--- config.mk ---
export PLATFORM = sky130hd
export DESIGN_NAME = uart_tx_fifo
export DESIGN_NICKNAME = d
export VERILOG_FILES = /design/src/rtl/uart_tx_fifo.sv
export SDC_FILE = /design/constraint.sdc
export NUM_CORES = 1
export LEC_CHECK = 0
export ABC_AREA = 0
export CORE_MARGIN = 2
export CORE_UTILIZATION = 62
export DETAILED_ROUTE_END_ITERATION = 10
export DONT_BUFFER_PORTS = 1
export GPL_TIMING_DRIVEN = 0
export HOLD_SLACK_MARGIN = 0.1
export PLACE_DENSITY = 0.78
export REMOVE_ABC_BUFFERS = 1
export SLEW_MARGIN = 15
export SYNTH_ARGS = -nofsm -noshare
export SYNTH_HDL_FRONTEND = slang
export SYNTH_SLANG_ARGS = --single-unit
--- constraint.sdc ---
create_clock -name clk_in -period 2.2 [get_ports clk_in]
set_input_delay 0.44 -clock clk_in [delete_from_list [all_inputs] [get_ports clk_in]]
set_output_delay 0.44 -clock clk_in [all_outputs]
set_load 0.02 [all_outputs]
--- src/rtl/uart_tx_fifo.sv ---
// UART transmitter fed by a small valid/ready FIFO; bit timing comes from
// baud_tick_in, everything is clocked by clk_in.
//
// state  | meaning
// IDLE   | line high, waiting for a tick while a word is queued
// START  | start bit (0) on the line
// DATA   | data bit idx on the line, LSB first
// PARITY | parity bit on the line
// STOP   | stop bit stop_cnt on the line
module uart_tx_fifo #(
  parameter int DATA_WIDTH = 8,
  parameter int PARITY_EN  = 0,
  parameter int PARITY_ODD = 0,
  parameter int STOP_BITS  = 1,
  parameter int FIFO_DEPTH = 4
) (
  input  logic                        clk_in,
  input  logic                        rst_in,
  input  logic                        baud_tick_in,
  input  logic [DATA_WIDTH-1:0]       data_in,
  input  logic                        valid_in,
  output logic                        ready_out,
  output logic                        tx_out,
  output logic                        busy_out,
  output logic [$clog2(FIFO_DEPTH):0] fifo_count_out
);
  localparam int AW = $clog2(FIFO_DEPTH);
  localparam int CW = AW + 1;
  localparam int IW = (DATA_WIDTH > 1) ? $clog2(DATA_WIDTH) : 1;
  localparam logic [CW-1:0] DEPTH_C  = CW'(FIFO_DEPTH);
  localparam logic [IW-1:0] LAST_IDX = IW'(DATA_WIDTH - 1);
  localparam logic          PAR_INV  = (PARITY_ODD != 0);

  typedef enum logic [2:0] {IDLE, START, DATA, PARITY, STOP} state_t;
  state_t state, state_n;

  logic [DATA_WIDTH-1:0] mem [FIFO_DEPTH];
  logic [AW-1:0]         wr_ptr, rd_ptr;
  logic [CW-1:0]         count, count_n;
  logic                  push, pop, fifo_ne;
  logic [DATA_WIDTH-1:0] head_word;

  logic [DATA_WIDTH-1:0] word_q, word_n;
  logic [IW-1:0]         idx, idx_n;
  logic                  stop_cnt, stop_cnt_n, stop_last;
  logic                  par, par_n, tx_n, busy_n;

  assign ready_out      = (count != DEPTH_C);
  assign fifo_ne        = (count != '0);
  assign push           = valid_in && ready_out;
  assign head_word      = mem[rd_ptr];
  assign fifo_count_out = count;
  assign stop_last      = (STOP_BITS == 1) ? 1'b1 : stop_cnt;

  always_comb begin
    count_n = count;
    if (push && !pop)      count_n = count + 1'b1;
    else if (pop && !push) count_n = count - 1'b1;
  end

  // Storage has no reset; pointers and count define which entries are live.
  always_ff @(posedge clk_in) begin
    if (push) mem[wr_ptr] <= data_in;
  end

  always_ff @(posedge clk_in or posedge rst_in) begin
    if (rst_in) begin
      wr_ptr <= '0;
      rd_ptr <= '0;
      count  <= '0;
    end else begin
      if (push) wr_ptr <= wr_ptr + 1'b1;
      if (pop)  rd_ptr <= rd_ptr + 1'b1;
      count <= count_n;
    end
  end

  always_ff @(posedge clk_in or posedge rst_in) begin
    if (rst_in) state <= IDLE;
    else        state <= state_n;
  end

  always_comb begin
    state_n = state;
    pop     = 1'b0;
    if (baud_tick_in) begin
      case (state)
        IDLE: if (fifo_ne) begin
          pop     = 1'b1;
          state_n = START;
        end
        START:  state_n = DATA;
        DATA:   if (idx == LAST_IDX) state_n = (PARITY_EN != 0) ? PARITY : STOP;
        PARITY: state_n = STOP;
        STOP: if (stop_last) begin
          if (fifo_ne) begin
            pop     = 1'b1;
            state_n = START;
          end else begin
            state_n = IDLE;
          end
        end
        default: state_n = IDLE;
      endcase
    end
  end

  always_comb begin
    tx_n       = tx_out;
    word_n     = word_q;
    idx_n      = idx;
    stop_cnt_n = stop_cnt;
    par_n      = par;
    if (baud_tick_in) begin
      case (state)
        START: begin
          tx_n  = word_q[0];
          idx_n = '0;
        end
        DATA: begin
          if (idx != LAST_IDX) begin
            idx_n = idx + 1'b1;
            tx_n  = word_q[idx + 1'b1];
          end else begin
            tx_n       = (PARITY_EN != 0) ? par : 1'b1;
            stop_cnt_n = 1'b0;
          end
        end
        PARITY: begin
          tx_n       = 1'b1;
          stop_cnt_n = 1'b0;
        end
        STOP: begin
          tx_n = 1'b1;
          if (!stop_last) stop_cnt_n = 1'b1;
        end
        default: tx_n = 1'b1;
      endcase
      // A pop always starts a new frame: latch the word and its parity.
      if (pop) begin
        word_n = head_word;
        par_n  = (^head_word) ^ PAR_INV;
        tx_n   = 1'b0;
      end
    end
    busy_n = (state_n != IDLE) || (count_n != '0);
  end

  always_ff @(posedge clk_in or posedge rst_in) begin
    if (rst_in) begin
      tx_out   <= 1'b1;
      busy_out <= 1'b0;
      word_q   <= '0;
      idx      <= '0;
      stop_cnt <= 1'b0;
      par      <= 1'b0;
    end else begin
      tx_out   <= tx_n;
      busy_out <= busy_n;
      word_q   <= word_n;
      idx      <= idx_n;
      stop_cnt <= stop_cnt_n;
      par      <= par_n;
    end
  end

endmodule

Word level (Yosys, flattened, before mapping)
Memory sizes are Yosys's and may differ from the RTL's. A register that Yosys moved wholly into a read port is not among the register bits.
Cells that the tools add are included.
{ "word_totals": {"out_inout_bits": 6, "word_cells": 55, "ff_bits": 15, "ram_bits": 32, "mem_count": 1} }
{ "classes": {"n_addsub": 5, "order_cmp": 1, "mux": 19, "reduce_logical": 14, "n_eq_ne": 8} }
{ "memory_table": {"columns": ["memory", "words", "width", "rd", "rd_ports_with_merged_regs", "wr", "line", "rtl"], "rows": [
  ["mem", 4, 8, 1, 1, 1, "37", "logic [DATA_WIDTH-1:0] mem [FIFO_DEPTH];"]
]} }
{ "op_table": {"columns": ["operator", "n"], "rows": [
  ["3-bit two-way mux", 6],
  ["3-bit one-hot mux with 5 select lines", 1],
  ["1-bit two-way mux", 9],
  ["3-bit nonzero test", 3],
  ["3-bit by 1-bit adder with 3-bit output, second input constant", 2],
  ["3-bit by 2-bit equality test with 1-bit output, second input constant", 2],
  ["3-bit equality test, second input constant", 2],
  ["3-bit inequality test, second input constant", 2],
  ["3-bit one-hot mux with 2 select lines", 1],
  ["2-bit by 1-bit adder with 2-bit output, second input constant", 2],
  ["3-bit by 4-bit less-than comparator with 1-bit output, second input constant", 1],
  ["1-bit binary-select mux with 3-bit select", 1],
  ["3-bit by 1-bit equality test with 1-bit output, second input constant", 1],
  ["1-bit logical AND", 3],
  ["3-bit logical NOT", 1],
  ["3-bit AND reduction", 1],
  ["3-bit by 1-bit subtractor with 3-bit output, second input constant", 1],
  ["1-bit logical NOT", 2],
  ["2-bit inequality test, second input constant", 1],
  ["1-bit one-hot mux with 2 select lines", 1],
  ["2-bit AND reduction", 1],
  ["2-bit nonzero test", 1],
  ["2-bit OR reduction", 1],
  ["1-bit logical OR", 1]
]} }

Logic depth before layout (Yosys ltp)
Gate-level depths: netlist (run 1).
{ "logic_depth": {"depth_word": 9, "ltp_mapped": 7} }

Least setup slack after synthesis (run 1)
No wires, ideal clock.
{ "synth_path": {"path_kind": "reg-to-reg", "startpoint": "register count[0], in the netlist fifo_count_out[0]", "endpoint": "register busy_out", "stages_incl_launch_ff": 8, "t_arrival_ps": 1928, "setup_time_ps": 139, "t_required_ps": 2061, "path_slack_ps": 133, "cell_sequence": "dfrtp_1 > inv_1 > ha_1 > a21boi_1 > buf_2 > xnor2_1 > nand2_1 > or4_1"} }
{ "synth_between": {"elab_chain_cells": 9, "elab_cells_between_ends": 21, "classes_between": "add/sub (2); eq/ne (1); mux (9); reduce/logical (9)"} }
{ "synth_lines": {"columns": ["element", "line", "rtl"], "rows": [
  ["from (decl)", "39", "logic [CW-1:0] count, count_n;"],
  ["from (signal assigned)", "74", "count <= count_n;"],
  ["3-bit nonzero test", "49", "assign fifo_ne = (count != '0);"],
  ["1-bit two-way mux", "88, 96", null],
  ["1-bit two-way mux", null, null],
  ["1-bit two-way mux", "86", "if (baud_tick_in) begin"],
  ["1-bit logical AND / 1-bit logical NOT (equally long branches)", "58, 57", null],
  ["3-bit two-way mux / 1-bit logical AND (equally long branches)", "58, 57", null],
  ["3-bit two-way mux", "57", "if (push && !pop) count_n = count + 1'b1;"],
  ["3-bit nonzero test", "146", "busy_n = (state_n != IDLE) || (count_n != '0);"],
  ["1-bit logical OR *", "146", null],
  ["named net busy_n", "46", "logic par, par_n, tx_n, busy_n;"],
  ["to (signal assigned)", "159", "busy_out <= busy_n;"],
  ["to (decl)", "24", "output logic busy_out,"]
]} }
Mark *: on every way through the listed nets, which the timed path passes. The rest lies on a longest branch.
A chain may end at the register's enable or synchronous reset.

Worst setup path after layout (run 1)
{ "layout_path": {"startpoint": "register count[1], in the netlist fifo_count_out[1]", "endpoint": "register busy_out"} }
{ "layout_between": {"elab_chain_cells": 9, "elab_cells_between_ends": 21, "classes_between": "add/sub (2); eq/ne (1); mux (9); reduce/logical (9)"} }
{ "layout_lines": {"columns": ["element", "line"], "rows": [
  ["3-bit nonzero test", "49"],
  ["1-bit two-way mux", "88, 96"],
  ["1-bit two-way mux", null],
  ["1-bit two-way mux", "86"],
  ["1-bit logical AND / 1-bit logical NOT (equally long branches)", "58, 57"],
  ["3-bit two-way mux / 1-bit logical AND (equally long branches)", "58, 57"],
  ["3-bit two-way mux *", "57"],
  ["named net count_n[1]", "39"],
  ["3-bit nonzero test *", "146"],
  ["1-bit logical OR *", "146"],
  ["named net busy_n", "46"]
]} }
Marks and branches as above.

==> reports/summary.txt, run 1 <==
largest family of logic cells by synthesized area -> multiplexers
status -> finished clean
post-route design area -> 2590 µm²
Pwr per Cell Area -> 1370 nW/µm²
worst path required time -> 2380 ps
FF/Latch Area -> 1540 µm²
CP Max Fanout -> 7
starting density of the core -> 64.7%
largest net degree at the start of global routing -> 24
DR pass1 iterations -> 4
drt total wl -> 3530 µm
crit start category -> flip-flop
Non-Filler Instances -> 212
crit path DAT -> 2220 ps
Synth Instances -> 155
slew margin rel. -> 44.0%
slowest CP cell -> or4_1
most common library cells after synthesis -> 32 x edfxtp_1, 22 x dfrtp_1
CP peak stage delay -> 530 ps
DR DRC count -> 0
CTS Root Cell -> clkbuf_8
Synth area leaders -> edfxtp_1 41%, dfrtp_1 23%, mux4_2 8.6%, ha_1 4.8%, mux2_2 4.3%
area leader, netlist -> edfxtp_1
Post-Synth Simple-Gate Area -> 7.08%
RSZ-0062 raised after global routing -> no
number of synthesized flops with an enable pin -> 32
Die Height -> 65.8 µm
setup tns final -> 0 ps
Max Cap Violations -> 0
IO Pins -> 18
Core Rows -> 22
async set-or-reset flop fraction in the synthesized netlist -> 41.8%
Synth warnings -> 0
CP cell instances -> inv_1 > ha_2 > nand2b_1 > nand3_4 > maj3_1 > o22ai_1 > or4_1
Seq/Total Area, Yosys -> 64.9%
final setup violation count -> 0
Top FF cell, synth -> edfxtp_1
Inst Count DP -> 198
CTS Hold Bufs -> 0
mux share of post-synthesis cell area -> 13.7%
area of the multi-input gates -> 795 µm²
flop and latch count out of synthesis -> 55
top-count cell post-synth -> edfxtp_1
I/O Buffers -> 0
htree depth -> 2
RePlAce Congestion -> 0.789
Distinct cells, synth -> 33
TritonCTS Sinks -> 55
Final min period -> 2040 ps
Synth Area in Compound Gates -> 4.49%
Adder-Cell Fraction of Synth Area -> 5.18%
Slew @ Worst Pin -> 839 ps
Worst Skew -> 5.44 ps
WS Path Type -> flip-flop to flip-flop
# nets final -> 184
maximum VDD drop -> 0.000736 V
vias in the first global route -> 1,297
static leakage -> 0.975 nW
number of diodes -> 0
DRT iter0 DRCs -> 38
CP Buf/Inv Count -> 1
Slew Viols, Final -> 0
Mapped Area -> 2370 µm²
first-pass GRT wire length -> 5970 µm
total track usage -> 19.0%
worst hold slack -> 188 ps
Tightest Hold Check Type -> input pin to async pin
Critical Path End Type -> flip-flop
Synth Area per Inst -> 15.3 µm²
xor/xnor cell area share of the yosys netlist -> 2.22%
Worst-Skew Late Latency -> 300 ps
Avg WL per Cell -> 16.6 µm
share of cells above drive strength 1 -> 25.6%
dpl hpwl -> 2430 µm
core area -> 3660 µm²
post-route ant nets -> 0
Area growth syn-to-layout -> 9.40%
TritonCTS clock tree -> yes
Reg clk slew, reported paths -> 90 ps
r2r worst-path depth -> 7
GR Overflow Total -> 0
vias post-DR -> 1,228
Vias/cell -> 5.79
Largest delay share family, worst path -> simple AND/OR/NAND/NOR gates
Crit path depth -> 7
FMAX -> 0.490 GHz
Clock Path Buffers -> 2
# fillers -> 233
Yosys top cell area share -> 40.6%
TritonCTS Buffers -> 5
Die X -> 65.8 µm
initial antenna violation count -> 0
crit share post-route -> 92.8%
Fin. Hold Viols -> 0
Die ar. -> 4330 µm²
dpl cell area -> 2400 µm²
timing repair:
item                                    in CTS  in global routing
buffers inserted                             3                  3
endpoints found under the setup margin      34                  2
pin swaps                                    1                  2
cloned                                       0                  0
resized for setup                            5                  3
state kept, by name (all words and copies together) (netlist names):
| name | flops |
|---|---|
| word_q | 8 |
| busy_out | 1 |
| idx | 3 |
| state | 3 |
| wr_ptr | 2 |
| fifo_count_out | 3 |
| tx_out | 1 |
| mem | 32 |
| rd_ptr | 2 |
final timing paths:
kind | start | to | slack (ps)
setup / recovery | fifo_count_out[1] | busy_out | 160
hold / removal | rst_in | busy_out | 190
setup reg to reg | fifo_count_out[1] | busy_out | 160
hold reg to reg | idx[1] | idx[1] | 500
max in group asynchronous | rst_in | fifo_count_out[0] | 1440
min in group clk_in | data_in[5] | mem[1][5] | 230
per-stage QoR:
stage / setup slack (ps) / utilization, % / power, mW
final: 159 / 70.8 / 3.54
after global routing: 46.5 / 70.8 / 3.77
after CTS: 27.7 / 69.9 / 3.53
after detailed placement: -402 / 65.7 / 2.81
after global placement: -265 / 65.7 / 2.72
after floorplan: -110 / - / 2.54
cells by family after synthesis:
logic type | count (synthesis)
xor+xnor | 6
compound gates | 19
flops | 55
buf+inv | 14
fa+ha+maj | 10
mux | 20
simple gates | 31
cell usage in the layout, fill, tap and decap left out, drive strengths merged, types with 3 or more instances in the layout:
cell type and instances:
edfxtp 32, dfrtp 22, inv 10, o21ai 10, mux4 9, mux2 9, nand2 9, ha 9
buf 6, nor2 6, clkbuf 5, a21oi 4, xnor2 4, and2 4, nor3 3, nand2b 3
final cells by class:
class,count,area share [%]
sequential,55,59.5
multi-input combinational,86,30.7
clock buffer,5,2.66
tap,48,2.32
clock inverter,3,1.83
timing repair buffer,6,1.74
inverter,9,1.30
per-layer routing:
layer	track usage, %	part of all wire (%)	up-vias
li1	-	-	580
met1	22.9	42	616
met2	34.1	54	28
met3	5.28	3.5	4
met4	3.91	0.51	0
met5	0	0	-
where the power goes:
| group | switching (mW) | internal, mW | leakage (nW) | total (mW) |
|---|---|---|---|---|
| clock network | 0.319 | 0.345 | 0.0587 | 0.664 |
| registers | 0.316 | 1.44 | 0.565 | 1.75 |
| logic | 0.538 | 0.588 | 0.351 | 1.13 |
| total | 1.17 | 2.37 | 0.975 | 3.54 |
Note: power is estimated with default switching activity, not from simulation.
==> run 2, diff against run 1 <==
--- a/config.mk
+++ b/config.mk
@@ -6,7 +6,7 @@
 export NUM_CORES = 1
 export LEC_CHECK = 0
 export ABC_AREA = 0
-export CORE_MARGIN = 2
+export CAP_MARGIN = 20
 export CORE_UTILIZATION = 62
 export DETAILED_ROUTE_END_ITERATION = 10
 export DONT_BUFFER_PORTS = 1
@@ -18,3 +18,4 @@
 export SYNTH_ARGS = -nofsm -noshare
 export SYNTH_HDL_FRONTEND = slang
 export SYNTH_SLANG_ARGS = --single-unit
+export TNS_END_PERCENT = 10
==> run 2 against run 1 <==
Compared with the run above: critical path depth is the same; hold slack got worse by 1.5 ps; register-to-register slack worse by 40 ps; maximum frequency fell by 1.7%; final area grew 0.97%; global-route usage rose by 1.3 points; non-clock buffer count grew 3; critical path type unchanged; sequential power about the same; first-iteration DRC count increased by 26%; utilization rose by 0.68 points; clock skew rose by 0.81 ps; clock power hardly changed.
==> reports/summary.txt, run 2 (synthesized netlist as in run 1, its figures left out) <==
status -> finished clean
crit start category -> flip-flop
final setup violation count -> 0 (unchanged)
Area growth syn-to-layout -> 10.5%
initial antenna violation count -> 0 (unchanged)
post-route design area -> 2620 µm² (+0.97%)
DR pass1 iterations -> 4 (unchanged)
Pwr per Cell Area -> 1360 nW/µm² (-0.81%)
largest net degree at the start of global routing -> 24 (unchanged)
max reg flops -> 32 (unchanged)
P_int -> 2.38 mW (+0.39%)
GR Overflow Total -> 0 (unchanged)
Seq pwr share -> 49.9% (+0.5 points)
worst path required time -> 2390 ps (about the same)
maximum VDD drop -> 0.000819 V (+11%)
Comb pwr share -> 31.3% (-0.5 points)
CP Max Fanout -> 8 (+1)
FMAX -> 0.482 GHz (-1.7%)
number of diodes -> 0 (unchanged)
Final min period -> 2080 ps (+35.7 ps)
Die Height -> 63.8 µm (-3.0%)
CTS Root Cell -> clkbuf_8
Vias/cell -> 5.61 (-3.2%)
dpl cell area -> 2400 µm² (unchanged)
Critical Path End Type -> flip-flop
switching share of power -> 33.0% (-0.16 points)
IO Pins -> 18 (unchanged)
Setup WS post-layout -> 123 ps (-35.7 ps)
vias in the first global route -> 1,292 (-0.39%)
vias post-DR -> 1,206 (-1.8%)
I/O Buffers -> 0 (unchanged)
largest registers -> mem (32), word_q (8)
TritonCTS clock tree -> yes
commonest cells after routing, fill and taps aside -> 32 x edfxtp_1, 19 x dfrtp_1
Clock Path Buffers -> 2 (unchanged)
static leakage -> 0.989 nW (+1.4%)
Slew @ Worst Pin -> 854 ps (+15.3 ps)
DRT iter0 DRCs -> 48 (+26%)
Die X -> 63.8 µm (-3.0%)
RePlAce Congestion -> 0.926 (+17%)
Tightest Hold Check Type -> input pin to async pin
htree depth -> 2 (unchanged)
WS Path Type -> flip-flop to flip-flop
NetSw -> 1.17 mW (-0.34%)
post-route ant nets -> 0 (unchanged)
core area -> 3660 µm² (unchanged)
commonest non-fill, non-tap cell in the layout -> edfxtp_1
Core Rows -> 22 (unchanged)
first-pass GRT wire length -> 5990 µm (+0.35%)
# fillers -> 231 (-0.86%)
DR DRC count -> 0 (unchanged)
share of cells above drive strength 1 -> 25.7% (+0.14 points)
slew margin rel. -> 43.0% (-1.0 points)
Die ar. -> 4070 µm² (-6.0%)
TritonCTS Sinks -> 55 (unchanged)
starting density of the core -> 64.7% (unchanged)
Max Cap Violations -> 0 (unchanged)
Worst Skew -> 6.25 ps (+0.814 ps)
dpl hpwl -> 2460 µm (+1.1%)
crit path DAT -> 2260 ps (+40 ps)
Clock Power Share -> 18.8% (about the same)
Slew Viols, Final -> 0 (unchanged)
Reg clk slew, reported paths -> 100 ps (about the same)
Largest Register -> mem
Avg WL per Cell -> 16.6 µm (about the same)
total track usage -> 20.2% (+1.3 points)
Worst-Skew Late Latency -> 300 ps (about the same)
setup tns final -> 0 ps (unchanged)
# nets final -> 187 (+1.6%)
drt total wl -> 3580 µm (+1.5%)
pre-CTS WS -> -408 ps (-6.23 ps)
TritonCTS Buffers -> 5 (unchanged)
Fin. Hold Viols -> 0 (unchanged)
crit share post-route -> 94.4% (+1.6 points)
run 2: cell count changes in the layout (fill, tap and decap cells not counted), sizes merged:
cell and change:
buf +3
run 2: cell type report:
| class | instances | area (µm²) | area share [%] |
|---|---|---|---|
| Timing Repair Buffer | 9 | 67.6 | 2.58 |
| Multi-Input combinational cell | 86 | 797 | 30.5 |
| Tap cell | 48 | 60.1 | 2.30 |
| Inverter | 9 | 33.8 | 1.29 |
| Clock inverter | 3 | 47.5 | 1.82 |
| Sequential cell | 55 | 1540 | 58.9 |
| Clock buffer | 5 | 68.8 | 2.63 |
run 2: per-layer routing:
layer	global-route usage [%]	wire length, µm	vias up
li1	-	-	584
met1	24.8	1610	601
met2	35.4	1820	16
met3	5.00	99	5
met4	5.97	44	0
met5	0	0	-
run 2: power by group through the flow:
| stage | clock network, mW | logic (mW) | registers, mW |
|---|---|---|---|
| floorplan | 0 | 0.848 | 1.70 |
| global placement | 0 | 0.961 | 1.76 |
| detailed placement | 0 | 1.02 | 1.78 |
| CTS | 0.678 | 1.04 | 1.77 |
| global route | 0.715 | 1.24 | 1.82 |
| finish | 0.666 | 1.11 | 1.77 |
run 2: worst paths after layout:
kind	cells past startpoint	from	slack (ps)	endpoint
max	7	fifo_count_out[1]	120	busy_out
min reg2reg	1	word_q[5]	510	word_q[5]
min in group clk_in	0	data_in[5]	230	mem[2][5]
min	1	rst_in	190	state[0]
max reg2reg	7	fifo_count_out[1]	120	busy_out
max in group asynchronous	1	rst_in	1420	idx[0]
run 2: critical path, stage by stage (launching register included):
cell      delay (ps)
dfrtp_2          470
inv_1            100
ha_1             250
a21boi_4         290
nand2b_1         150
mux2i_1           80
xor2_1           150
or4_1            470
run 2: stage by stage:
| stage | total power, mW | std cells | hold slack [ps] | utilization [%] |
|---|---|---|---|---|
| 6_report | 3.55 | 215 | 186 | 71.5 |
| 5_1_grt | 3.77 | 215 | 208 | 71.5 |
| 4_1_cts | 3.49 | 206 | 219 | 69.2 |
| 3_5_place_dp | 2.80 | 198 | 495 | 65.7 |
| 3_3_place_gp | 2.72 | 198 | 472 | 65.7 |
| 2_1_floorplan | 2.54 | 150 | 441 | - |
run 2: what timing repair did:
action,CTS,global route
setup buffers,0,9
gates resized for setup,4,2
hold buffers,0,0
pin swaps,0,2
setup endpoints to repair,33,2
